===== src/rtl/uart_param_core.sv =====
// uart_param_core: parametrised full-duplex UART with mid-bit RX sampling,
// start-glitch rejection, latched parity/framing flags and sticky overrun.
// Ports: CLOCK_50/KEY0 clock and sync active-low reset; tx_data/tx_wr_en/
// tx_busy/tx transmit side; rx/rx_data/rx_ready/rx_rdy_clr receive side;
// parity_err/frame_err/overrun status for the frame held in rx_data.
module uart_param_core #(
  parameter int CLK_FREQ  = 50000000,
  parameter int BAUD      = 115200,
  parameter int DATA_BITS = 8,
  parameter int PARITY    = 1,
  parameter int STOP_BITS = 1
) (
  input  logic                 CLOCK_50,
  input  logic                 KEY0,
  input  logic [DATA_BITS-1:0] tx_data,
  input  logic                 tx_wr_en,
  output logic                 tx_busy,
  output logic                 tx,
  input  logic                 rx,
  output logic [DATA_BITS-1:0] rx_data,
  output logic                 rx_ready,
  input  logic                 rx_rdy_clr,
  output logic                 parity_err,
  output logic                 frame_err,
  output logic                 overrun
);

  localparam int CPB = CLK_FREQ / BAUD;
  localparam int CW  = $clog2(CPB + 1);
  localparam logic [CW-1:0] BIT_END  = CW'(CPB - 1);
  localparam logic [CW-1:0] HALF_END = CW'(CPB / 2 - 1);
  localparam logic [3:0] LAST_BIT  = 4'(DATA_BITS - 1);
  localparam logic       LAST_STOP = (STOP_BITS == 2);
  localparam logic       HAS_PAR   = (PARITY != 0);

  function automatic logic par_of(
    input logic [DATA_BITS-1:0] d
  );
    return (PARITY == 2) ? ~(^d) : ^d;
  endfunction

  typedef enum logic [2:0] {
    T_IDLE, T_START, T_DATA, T_PAR, T_STOP
  } tx_state_t;

  typedef enum logic [2:0] {
    R_IDLE, R_START, R_DATA, R_PAR, R_STOP, R_DONE
  } rx_state_t;

  tx_state_t            tx_st;
  logic [CW-1:0]        tx_cnt;
  logic [3:0]           tx_idx;
  logic                 tx_sidx;
  logic [DATA_BITS-1:0] tx_sh;
  logic                 tx_par;
  logic                 tx_end;

  assign tx_end = (tx_cnt == BIT_END);

  always_ff @(posedge CLOCK_50) begin
    if (!KEY0) begin
      tx_st   <= T_IDLE;
      tx_cnt  <= '0;
      tx_idx  <= '0;
      tx_sidx <= 1'b0;
      tx_sh   <= '0;
      tx_par  <= 1'b0;
      tx      <= 1'b1;
      tx_busy <= 1'b0;
    end else begin
      if (tx_st != T_IDLE)
        tx_cnt <= tx_end ? '0 : tx_cnt + CW'(1);
      unique case (tx_st)
        T_IDLE: begin
          tx_cnt <= '0;
          if (tx_wr_en) begin
            tx_sh   <= tx_data;
            tx_par  <= par_of(tx_data);
            tx      <= 1'b0;
            tx_busy <= 1'b1;
            tx_st   <= T_START;
          end
        end
        T_START: if (tx_end) begin
          tx     <= tx_sh[0];
          tx_idx <= '0;
          tx_st  <= T_DATA;
        end
        T_DATA: if (tx_end) begin
          if (tx_idx == LAST_BIT) begin
            tx_sidx <= 1'b0;
            tx      <= HAS_PAR ? tx_par : 1'b1;
            tx_st   <= HAS_PAR ? T_PAR : T_STOP;
          end else begin
            tx     <= tx_sh[1];
            tx_sh  <= tx_sh >> 1;
            tx_idx <= tx_idx + 4'd1;
          end
        end
        T_PAR: if (tx_end) begin
          tx      <= 1'b1;
          tx_sidx <= 1'b0;
          tx_st   <= T_STOP;
        end
        T_STOP: if (tx_end) begin
          if (tx_sidx == LAST_STOP) begin
            tx_busy <= 1'b0;
            tx_st   <= T_IDLE;
          end else begin
            tx_sidx <= 1'b1;
          end
        end
        default: tx_st <= T_IDLE;
      endcase
    end
  end

  logic rx_m, rx_s;

  always_ff @(posedge CLOCK_50) begin
    if (!KEY0) begin
      rx_m <= 1'b1;
      rx_s <= 1'b1;
    end else begin
      rx_m <= rx;
      rx_s <= rx_m;
    end
  end

  rx_state_t            rx_st;
  logic [CW-1:0]        rx_cnt;
  logic [3:0]           rx_idx;
  logic                 rx_sidx;
  logic [DATA_BITS-1:0] rx_sh;
  logic                 rx_pbit;
  logic                 rx_ferr;
  logic                 rx_end;

  assign rx_end = (rx_cnt == BIT_END);

  always_ff @(posedge CLOCK_50) begin
    if (!KEY0) begin
      rx_st      <= R_IDLE;
      rx_cnt     <= '0;
      rx_idx     <= '0;
      rx_sidx    <= 1'b0;
      rx_sh      <= '0;
      rx_pbit    <= 1'b0;
      rx_ferr    <= 1'b0;
      rx_data    <= '0;
      rx_ready   <= 1'b0;
      parity_err <= 1'b0;
      frame_err  <= 1'b0;
      overrun    <= 1'b0;
    end else begin
      if (rx_rdy_clr) begin
        rx_ready <= 1'b0;
        overrun  <= 1'b0;
      end
      unique case (rx_st)
        R_IDLE: begin
          rx_cnt <= '0;
          if (!rx_s) begin
            rx_ferr <= 1'b0;
            rx_st   <= R_START;
          end
        end
        // half a bit in: still low means a real start bit
        R_START: begin
          if (rx_cnt == HALF_END) begin
            rx_cnt <= '0;
            rx_idx <= '0;
            rx_st  <= rx_s ? R_IDLE : R_DATA;
          end else begin
            rx_cnt <= rx_cnt + CW'(1);
          end
        end
        R_DATA: begin
          rx_cnt <= rx_end ? '0 : rx_cnt + CW'(1);
          if (rx_end) begin
            rx_sh <= {rx_s, rx_sh[DATA_BITS-1:1]};
            if (rx_idx == LAST_BIT) begin
              rx_sidx <= 1'b0;
              rx_st   <= HAS_PAR ? R_PAR : R_STOP;
            end else begin
              rx_idx <= rx_idx + 4'd1;
            end
          end
        end
        R_PAR: begin
          rx_cnt <= rx_end ? '0 : rx_cnt + CW'(1);
          if (rx_end) begin
            rx_pbit <= rx_s;
            rx_sidx <= 1'b0;
            rx_st   <= R_STOP;
          end
        end
        R_STOP: begin
          rx_cnt <= rx_end ? '0 : rx_cnt + CW'(1);
          if (rx_end) begin
            if (!rx_s)
              rx_ferr <= 1'b1;
            if (rx_sidx == LAST_STOP)
              rx_st <= R_DONE;
            else
              rx_sidx <= 1'b1;
          end
        end
        // a clear in this cycle frees the slot for the new frame
        R_DONE: begin
          rx_st <= R_IDLE;
          if (!rx_ready || rx_rdy_clr) begin
            rx_data    <= rx_sh;
            parity_err <= HAS_PAR &&
                          (rx_pbit != par_of(rx_sh));
            frame_err  <= rx_ferr;
            rx_ready   <= 1'b1;
          end else begin
            overrun <= 1'b1;
          end
        end
        default: rx_st <= R_IDLE;
      endcase
    end
  end

endmodule


===== config.mk =====
export PLATFORM = sky130hd
export DESIGN_NAME = uart_param_core
export DESIGN_NICKNAME = d
export VERILOG_FILES = /design/src/rtl/uart_param_core.sv
export SDC_FILE = /design/constraint.sdc
export NUM_CORES = 1
export LEC_CHECK = 0
export ABC_CLOCK_PERIOD_IN_PS = 2350
export CAP_MARGIN = 0
export CORE_ASPECT_RATIO = 0.75
export CORE_MARGIN = 1
export CORE_UTILIZATION = 50
export CTS_CLUSTER_DIAMETER = 40
export DETAILED_ROUTE_END_ITERATION = 7
export PLACE_DENSITY = 0.7
export SLEW_MARGIN = 40
export SYNTH_ARGS = -nofsm -noshare
export SYNTH_HDL_FRONTEND = slang
export SYNTH_SLANG_ARGS = --single-unit

===== constraint.sdc =====
create_clock -name CLOCK_50 -period 2.35 [get_ports CLOCK_50]
set_input_delay 0.47 -clock CLOCK_50 [delete_from_list [all_inputs] [get_ports CLOCK_50]]
set_output_delay 0.47 -clock CLOCK_50 [all_outputs]
set_load 0.01 [all_outputs]

==> impl_metrics.ini, run 1 <==
[drt]
via_count = 2585
drt_wl_total_um = 6210
drtAntennaViolNets = 0
drc = 0
first_pass_iters = 4
drt_iter0_drc = 109
via_per_inst = 5.42
avgRoutedWirePerCell_um = 13.0

[final_layout]
post_route_cells_drive_above_1_share_pct = 9.77
multiInputGateArea_um2 = 1750
seq_area_um2 = 1340
final_core_util_pct = 63.5
syn_to_final_growth_pct = 18.8
fillers = 489
num_antenna_cells = 0
fin_nets = 414

[floorplan]
die_y_um = 71.3
start_util_pct = 53.5
core_um2 = 5980
num_io_pins = 27
row_count = 24
dieArea_um2 = 6720
dieWidth_um = 94.3

[clock_tree]
ctsHtreeMaxLevel = 3
clockBufferDepth = 2
clk_pin_slew_ns = 0.07
cts_buffers = 9
cts_tree = done
cts_hold_buf = 0
root_buffer = clkbuf_8
cts.sinks = 67
clock_latency_ns = 0.34
ctsResizeCount = 0
cts_setup_buffers = 0

[timing]
grt_setup_unrepaired = false
max-slew-margin-rel_pct = 66.1
skew_ns = 0.00711
min_period_over_period_pct = 85.3
hold_viol = 0
worst_pin_slew_ns = 0.508
setup_violations = 0
setup_tns_ns = 0
max_freq_ghz = 0.499
slew_violations = 0
period_needed_ns = 2.00

[logic_synthesis]
synth-xor-area-share_pct = 6.73
yosys_warnings = 0
yosys.area_share.simple_pct = 24.9
synthesis.area_per_instance_um2 = 8.71
ys_async_sr_fraction_pct = 0
synth_cells = 367
ys_seq_area_share_pct = 42.0
yosys_register_bits = 67
synth_area_leaders = dfxtp_1 42%, mux2i_1 5.9%, nor2_1 5.8%
ys.flop_type = dfxtp_1
synthAdderAreaFrac_pct = 2.74
synth_fp_nets = 387
synth_top_area_cell = dfxtp_1
synthMuxAreaShare_pct = 6.65
synth_compound_area_share_pct = 13.7
synthDistinctLibCells = 54
synth_edf_count = 0
synth_top_family_by_area = simple AND/OR/NAND/NOR gates
synth_top_cell_area_share_pct = 42.0
syn-cell-area_um2 = 3200

[setup_path]
critPathLaunchType = flip-flop
crit_family = simple AND/OR/NAND/NOR gates
timing.rr.end = tx_idx[1]
cp.depth = 6
r2r_slack_ns = 0.35
worst_path_largest_cell_delay_ns = 0.56
cp_num_buf_inv = 0
path_class = reg -> reg
r2r_cells = 6
endpoint_kind = flip-flop
crit_chain = ha_1, nand4b_1, or4_1, a211o_1, or2_1, a21oi_2
critPathMaxFanout = 6
cp.arrival_ns = 2.28
worstReg2RegStart = tx_cnt[0]
cp.required_ns = 2.63
cp_slowest_cell = or4_1

[global_routing]
grt_pass1_vias = 2409
grt_start_max_net_pins = 30
grt_pass1_wl_um = 10800
grt-ovfl-total = 0
antenna_found_initial = 0
grt_use_total_pct = 20.5

[placement]
globalplace.congestion = 0.805
detailedPlacementHpwl_um = 4360
io_buffers = 26

[power_and_ir_drop]
ir_drop_uv = 500
power.density_nw_per_um2 = 658
leakage_nw = 1.33

[min_path]
min_delay_path_depth = 1
min_from = rx_m
min_to = rx_s
hold_class = reg -> reg

[outcome]
status = finished, final reports clean

[run]
cap_violations = 0
-- synthesized netlist by cell type (6+ instances only) --
master     n
nand2_1   30
clkbuf_1  12
mux2i_1   19
nand2b_1   8
xnor2_1   17
ha_1       7
nand3_1   20
nor3_1    11
nor2_1    49
a21oi_1   29
a211oi_1   9
dfxtp_1   67
buf_2      6
-- cells in the final DEF, fill, tap and decap left out, types with 4 or more instances in the layout --
cell              n
or3_1             5
mux2i_1          19
nand2b_1          8
dfxtp_1          67
a21oi_1          29
nor2_1           49
nand2_1          30
nor4_1            4
a211oi_1          9
ha_1              7
buf_4            11
inv_1             5
a22oi_1           5
nand3_1          20
clkdlybuf4s50_1  26
nor3_1           11
o21ai_0           5
clkbuf_8         10
xnor2_1          17
nand3b_1          4
xor2_1            5
a211o_1           4
-- per-layer routing --
layer / vias to the layer above / wire length [um] / share of wire [%] / track usage, %
met5: - / 0 / 0 / 0
met4: 0 / 25 / 0.40 / 5.64
met3: 2 / 346 / 5.6 / 7.01
met2: 58 / 2760 / 44 / 30.1
met1: 1182 / 3080 / 50 / 28.5
li1: 1343 / - / - / -
-- stage by stage --
step                hold slack, ns  cells  cell area (um^2)  power (mW)  worst slack [ns]
finish                       0.419    477              3800        2.50             0.346
global route                 0.469    477              3800        2.60             0.184
global placement             0.403    461              3550        1.34             0.338
detailed placement           0.402    461              3550        1.35             0.272
floorplan                    0.386    367              3200        1.29             0.519
CTS                          0.425    477              3800        2.53             0.338
-- sequential cells by signal, summed over array words and instances, names as in the netlist, 3 cells and up --
name / flops
tx_sh: 8
tx_st: 3
rx_data: 8
tx_cnt: 9
rx_sh: 8
rx_cnt: 9
tx_idx: 4
rx_st: 3
rx_idx: 4
-- logic make-up (layout without fill, tap and decap cells) --
family / Yosys count / count (layout)
AOI/OAI and AO/OA: 67 / 67
xor gates and xnor gates: 23 / 23
adders and majority gates: 7 / 7
buffers and inverters: 26 / 58
DFF: 67 / 67
muxes: 21 / 21
and+or+nand+nor: 156 / 156
-- layout make-up --
cell class	count	share of cell area, %
Clock buffer	10	3.62
Clock inverter	6	2.97
Inverter	5	0.494
Multi-Input combinational cell	274	46.0
Sequential cell	67	35.3
Tap cell	78	2.57
Timing Repair Buffer	37	9.03
-- where the power goes --
group	internal, mW	total (mW)	switching, mW
logic	0.0721	0.142	0.0703
clock network	0.733	1.18	0.444
registers	1.16	1.18	0.0198
-- how the worst max path moves through the flow --
stage,startpoint,to,slack (ns)
floorplan,tx_cnt[0],tx_idx[1],0.52
global placement,tx_wr_en,tx_sh[5],0.34
detailed placement,tx_wr_en,tx_sh[4],0.27
CTS,tx_cnt[0],tx_idx[1],0.34
global route,rx_cnt[0],rx_idx[0],0.18
finish,tx_cnt[0],tx_idx[1],0.35
Note: power is estimated with default switching activity, not from simulation.
==> inputs of run 2 (changes only) <==
--- a/config.mk
+++ b/config.mk
@@ -9,10 +9,11 @@
 export CAP_MARGIN = 0
 export CORE_ASPECT_RATIO = 0.75
 export CORE_MARGIN = 1
-export CORE_UTILIZATION = 50
+export CORE_UTILIZATION = 40
 export CTS_CLUSTER_DIAMETER = 40
 export DETAILED_ROUTE_END_ITERATION = 7
-export PLACE_DENSITY = 0.7
+export PLACE_DENSITY = 0.59
+export REMOVE_ABC_BUFFERS = 1
 export SLEW_MARGIN = 40
 export SYNTH_ARGS = -nofsm -noshare
 export SYNTH_HDL_FRONTEND = slang
==> run 2 against run 1 <==
Compared with the run above:
- clock power decreased by 15%
- final area about the same
- die area increased by 24%
- wire length increased by 3.1%
- setup slack got worse by 0.021 ns
- largest power group unchanged
==> impl_metrics.ini, run 2 (synthesis results as in run 1) <==
[outcome]
status = finished, final reports clean

[power_and_ir_drop]
ir_drop_uv = 273
power.density_nw_per_um2 = 613
netSwitchingPower_uw = 543
p_total_mw = 2.32
swShare_pct = 23.3
seq_power_share_pct = 50.6
leakage_nw = 1.32
pwr-share-comb_pct = 6.2
clkPwrFrac_pct = 43.2
cellInternalPower_mw = 1.78

[setup_path]
endpoint_kind = flip-flop
critPathMaxFanout = 6
crit_family = simple AND/OR/NAND/NOR gates
cp.required_ns = 2.63
cp.arrival_ns = 2.30
critPathLaunchType = flip-flop
path_class = reg -> reg
cp_num_buf_inv = 0
worst_path_largest_cell_delay_ns = 0.58
crit_chain = ha_1, nand4b_1, or4_1, a211o_1, or2_1, a21oi_2
cp_slowest_cell = or4_1

[timing]
min_period_over_period_pct = 86.1
skew_ns = 0.0121
max_freq_ghz = 0.494
setup_violations = 0
worst_pin_slew_ns = 0.445
grt_setup_unrepaired = false
slew_violations = 0
period_needed_ns = 2.02
hold_viol = 0
max-slew-margin-rel_pct = 70.2
setup_tns_ns = 0

[drt]
drc = 0
avgRoutedWirePerCell_um = 12.8
via_per_inst = 5.14
drt_wl_total_um = 6410
via_count = 2576
drtAntennaViolNets = 0
drt_iter0_drc = 147
first_pass_iters = 4

[floorplan]
num_io_pins = 27
row_count = 27
dieArea_um2 = 8360
start_util_pct = 42.4
core_um2 = 7530
die_y_um = 79.4
dieWidth_um = 105

[clock_tree]
cts_hold_buf = 0
clock_latency_ns = 0.34
cts_setup_buffers = 0
ctsResizeCount = 0
root_buffer = clkbuf_8
clk_pin_slew_ns = 0.08
cts_buffers = 9
cts_tree = done
ctsHtreeMaxLevel = 3
cts.sinks = 67
clockBufferDepth = 2

[final_layout]
final-instance-count-excl-fill = 501
seq_area_um2 = 1340
final_common_cell = dfxtp_1
final_cell_mix = 67 x dfxtp_1, 49 x nor2_1, 30 x nand2_1
post_route_cells_drive_above_1_share_pct = 10.0
num_antenna_cells = 0
syn_to_final_growth_pct = 18.7
multiInputGateArea_um2 = 1750
fillers = 726
fin_nets = 415
top_regs = rx_cnt (9), tx_cnt (9)

[min_path]
hold_class = reg -> reg

[global_routing]
grt_pass1_vias = 2329
antenna_found_initial = 0
grt_pass1_wl_um = 11100
grt_use_total_pct = 16.8
grt-ovfl-total = 0
grt_start_max_net_pins = 23

[placement]
detailedPlacementHpwl_um = 4450
place_inst = 485
globalplace.congestion = 0.769
io_buffers = 26

[run]
cap_violations = 0
==> run 2: changes by cell type in the layout (fill, tap and decap cells not counted) <==
cell,before,now
inv_6,0,1
clkinvlp_4,3,1
bufinv_16,3,1
clkbuf_8,10,11
buf_4,11,12
clkinv_2,0,1
clkinv_4,0,1
==> run 2: area by class of cell <==
| type | instances | share of cell area [%] |
|---|---|---|
| clock buffers | 11 | 3.99 |
| clock inverters | 5 | 1.58 |
| inverters | 5 | 0.495 |
| multi-input cells | 274 | 46.0 |
| flip-flops and latches | 67 | 35.3 |
| well taps | 101 | 3.33 |
| repair buffers | 38 | 9.23 |
==> run 2: path summary, 6_finish.rpt <==
| kind | slack (ns) | cells after the start | start | endpoint |
|---|---|---|---|---|
| max | 0.33 | 6 | tx_cnt[0] | tx_idx[1] |
| min | 0.41 | 1 | rx_m | rx_s |
| max reg2reg | 0.33 | 6 | tx_cnt[0] | tx_idx[1] |
| min reg2reg | 0.41 | 1 | rx_m | rx_s |
==> run 2: metal layers <==
metal	wire [um]	vias up	GRT usage (%)
met4	30	0	5.92
met3	206	2	5.14
met1	3490	1189	23.2
met2	2680	32	24.7
met5	0	-	0
li1	-	1353	-
==> run 2: metrics by stage <==
stage,utilization [%],hold WS (ns),setup slack (ns),instance area [um^2]
after global routing,50.4,0.419,0.136,3790
final,50.4,0.409,0.326,3790
after CTS,50.4,0.412,0.314,3790
after detailed placement,47.6,0.393,0.246,3580
after global placement,47.6,0.391,0.318,3580
after floorplan,-,0.386,0.149,3110
==> run 2: power groups by stage <==
stage | combinational, mW | sequential [mW] | clock [mW]
after floorplan | 0.0861 | 1.20 | 0
after global placement | 0.144 | 1.20 | 0
after detailed placement | 0.146 | 1.20 | 0
after CTS | 0.146 | 1.18 | 1.04
after global routing | 0.163 | 1.18 | 1.09
final | 0.144 | 1.18 | 1.00
==> inputs of run 3 (changes only) <==
--- a/config.mk
+++ b/config.mk
@@ -6,7 +6,7 @@
 export NUM_CORES = 1
 export LEC_CHECK = 0
 export ABC_CLOCK_PERIOD_IN_PS = 2350
-export CAP_MARGIN = 0
+export CAP_MARGIN = 40
 export CORE_ASPECT_RATIO = 0.75
 export CORE_MARGIN = 1
 export CORE_UTILIZATION = 40
==> results of run 3 <==
The final DEF is identical to that of run 2; final timing and power are the same.
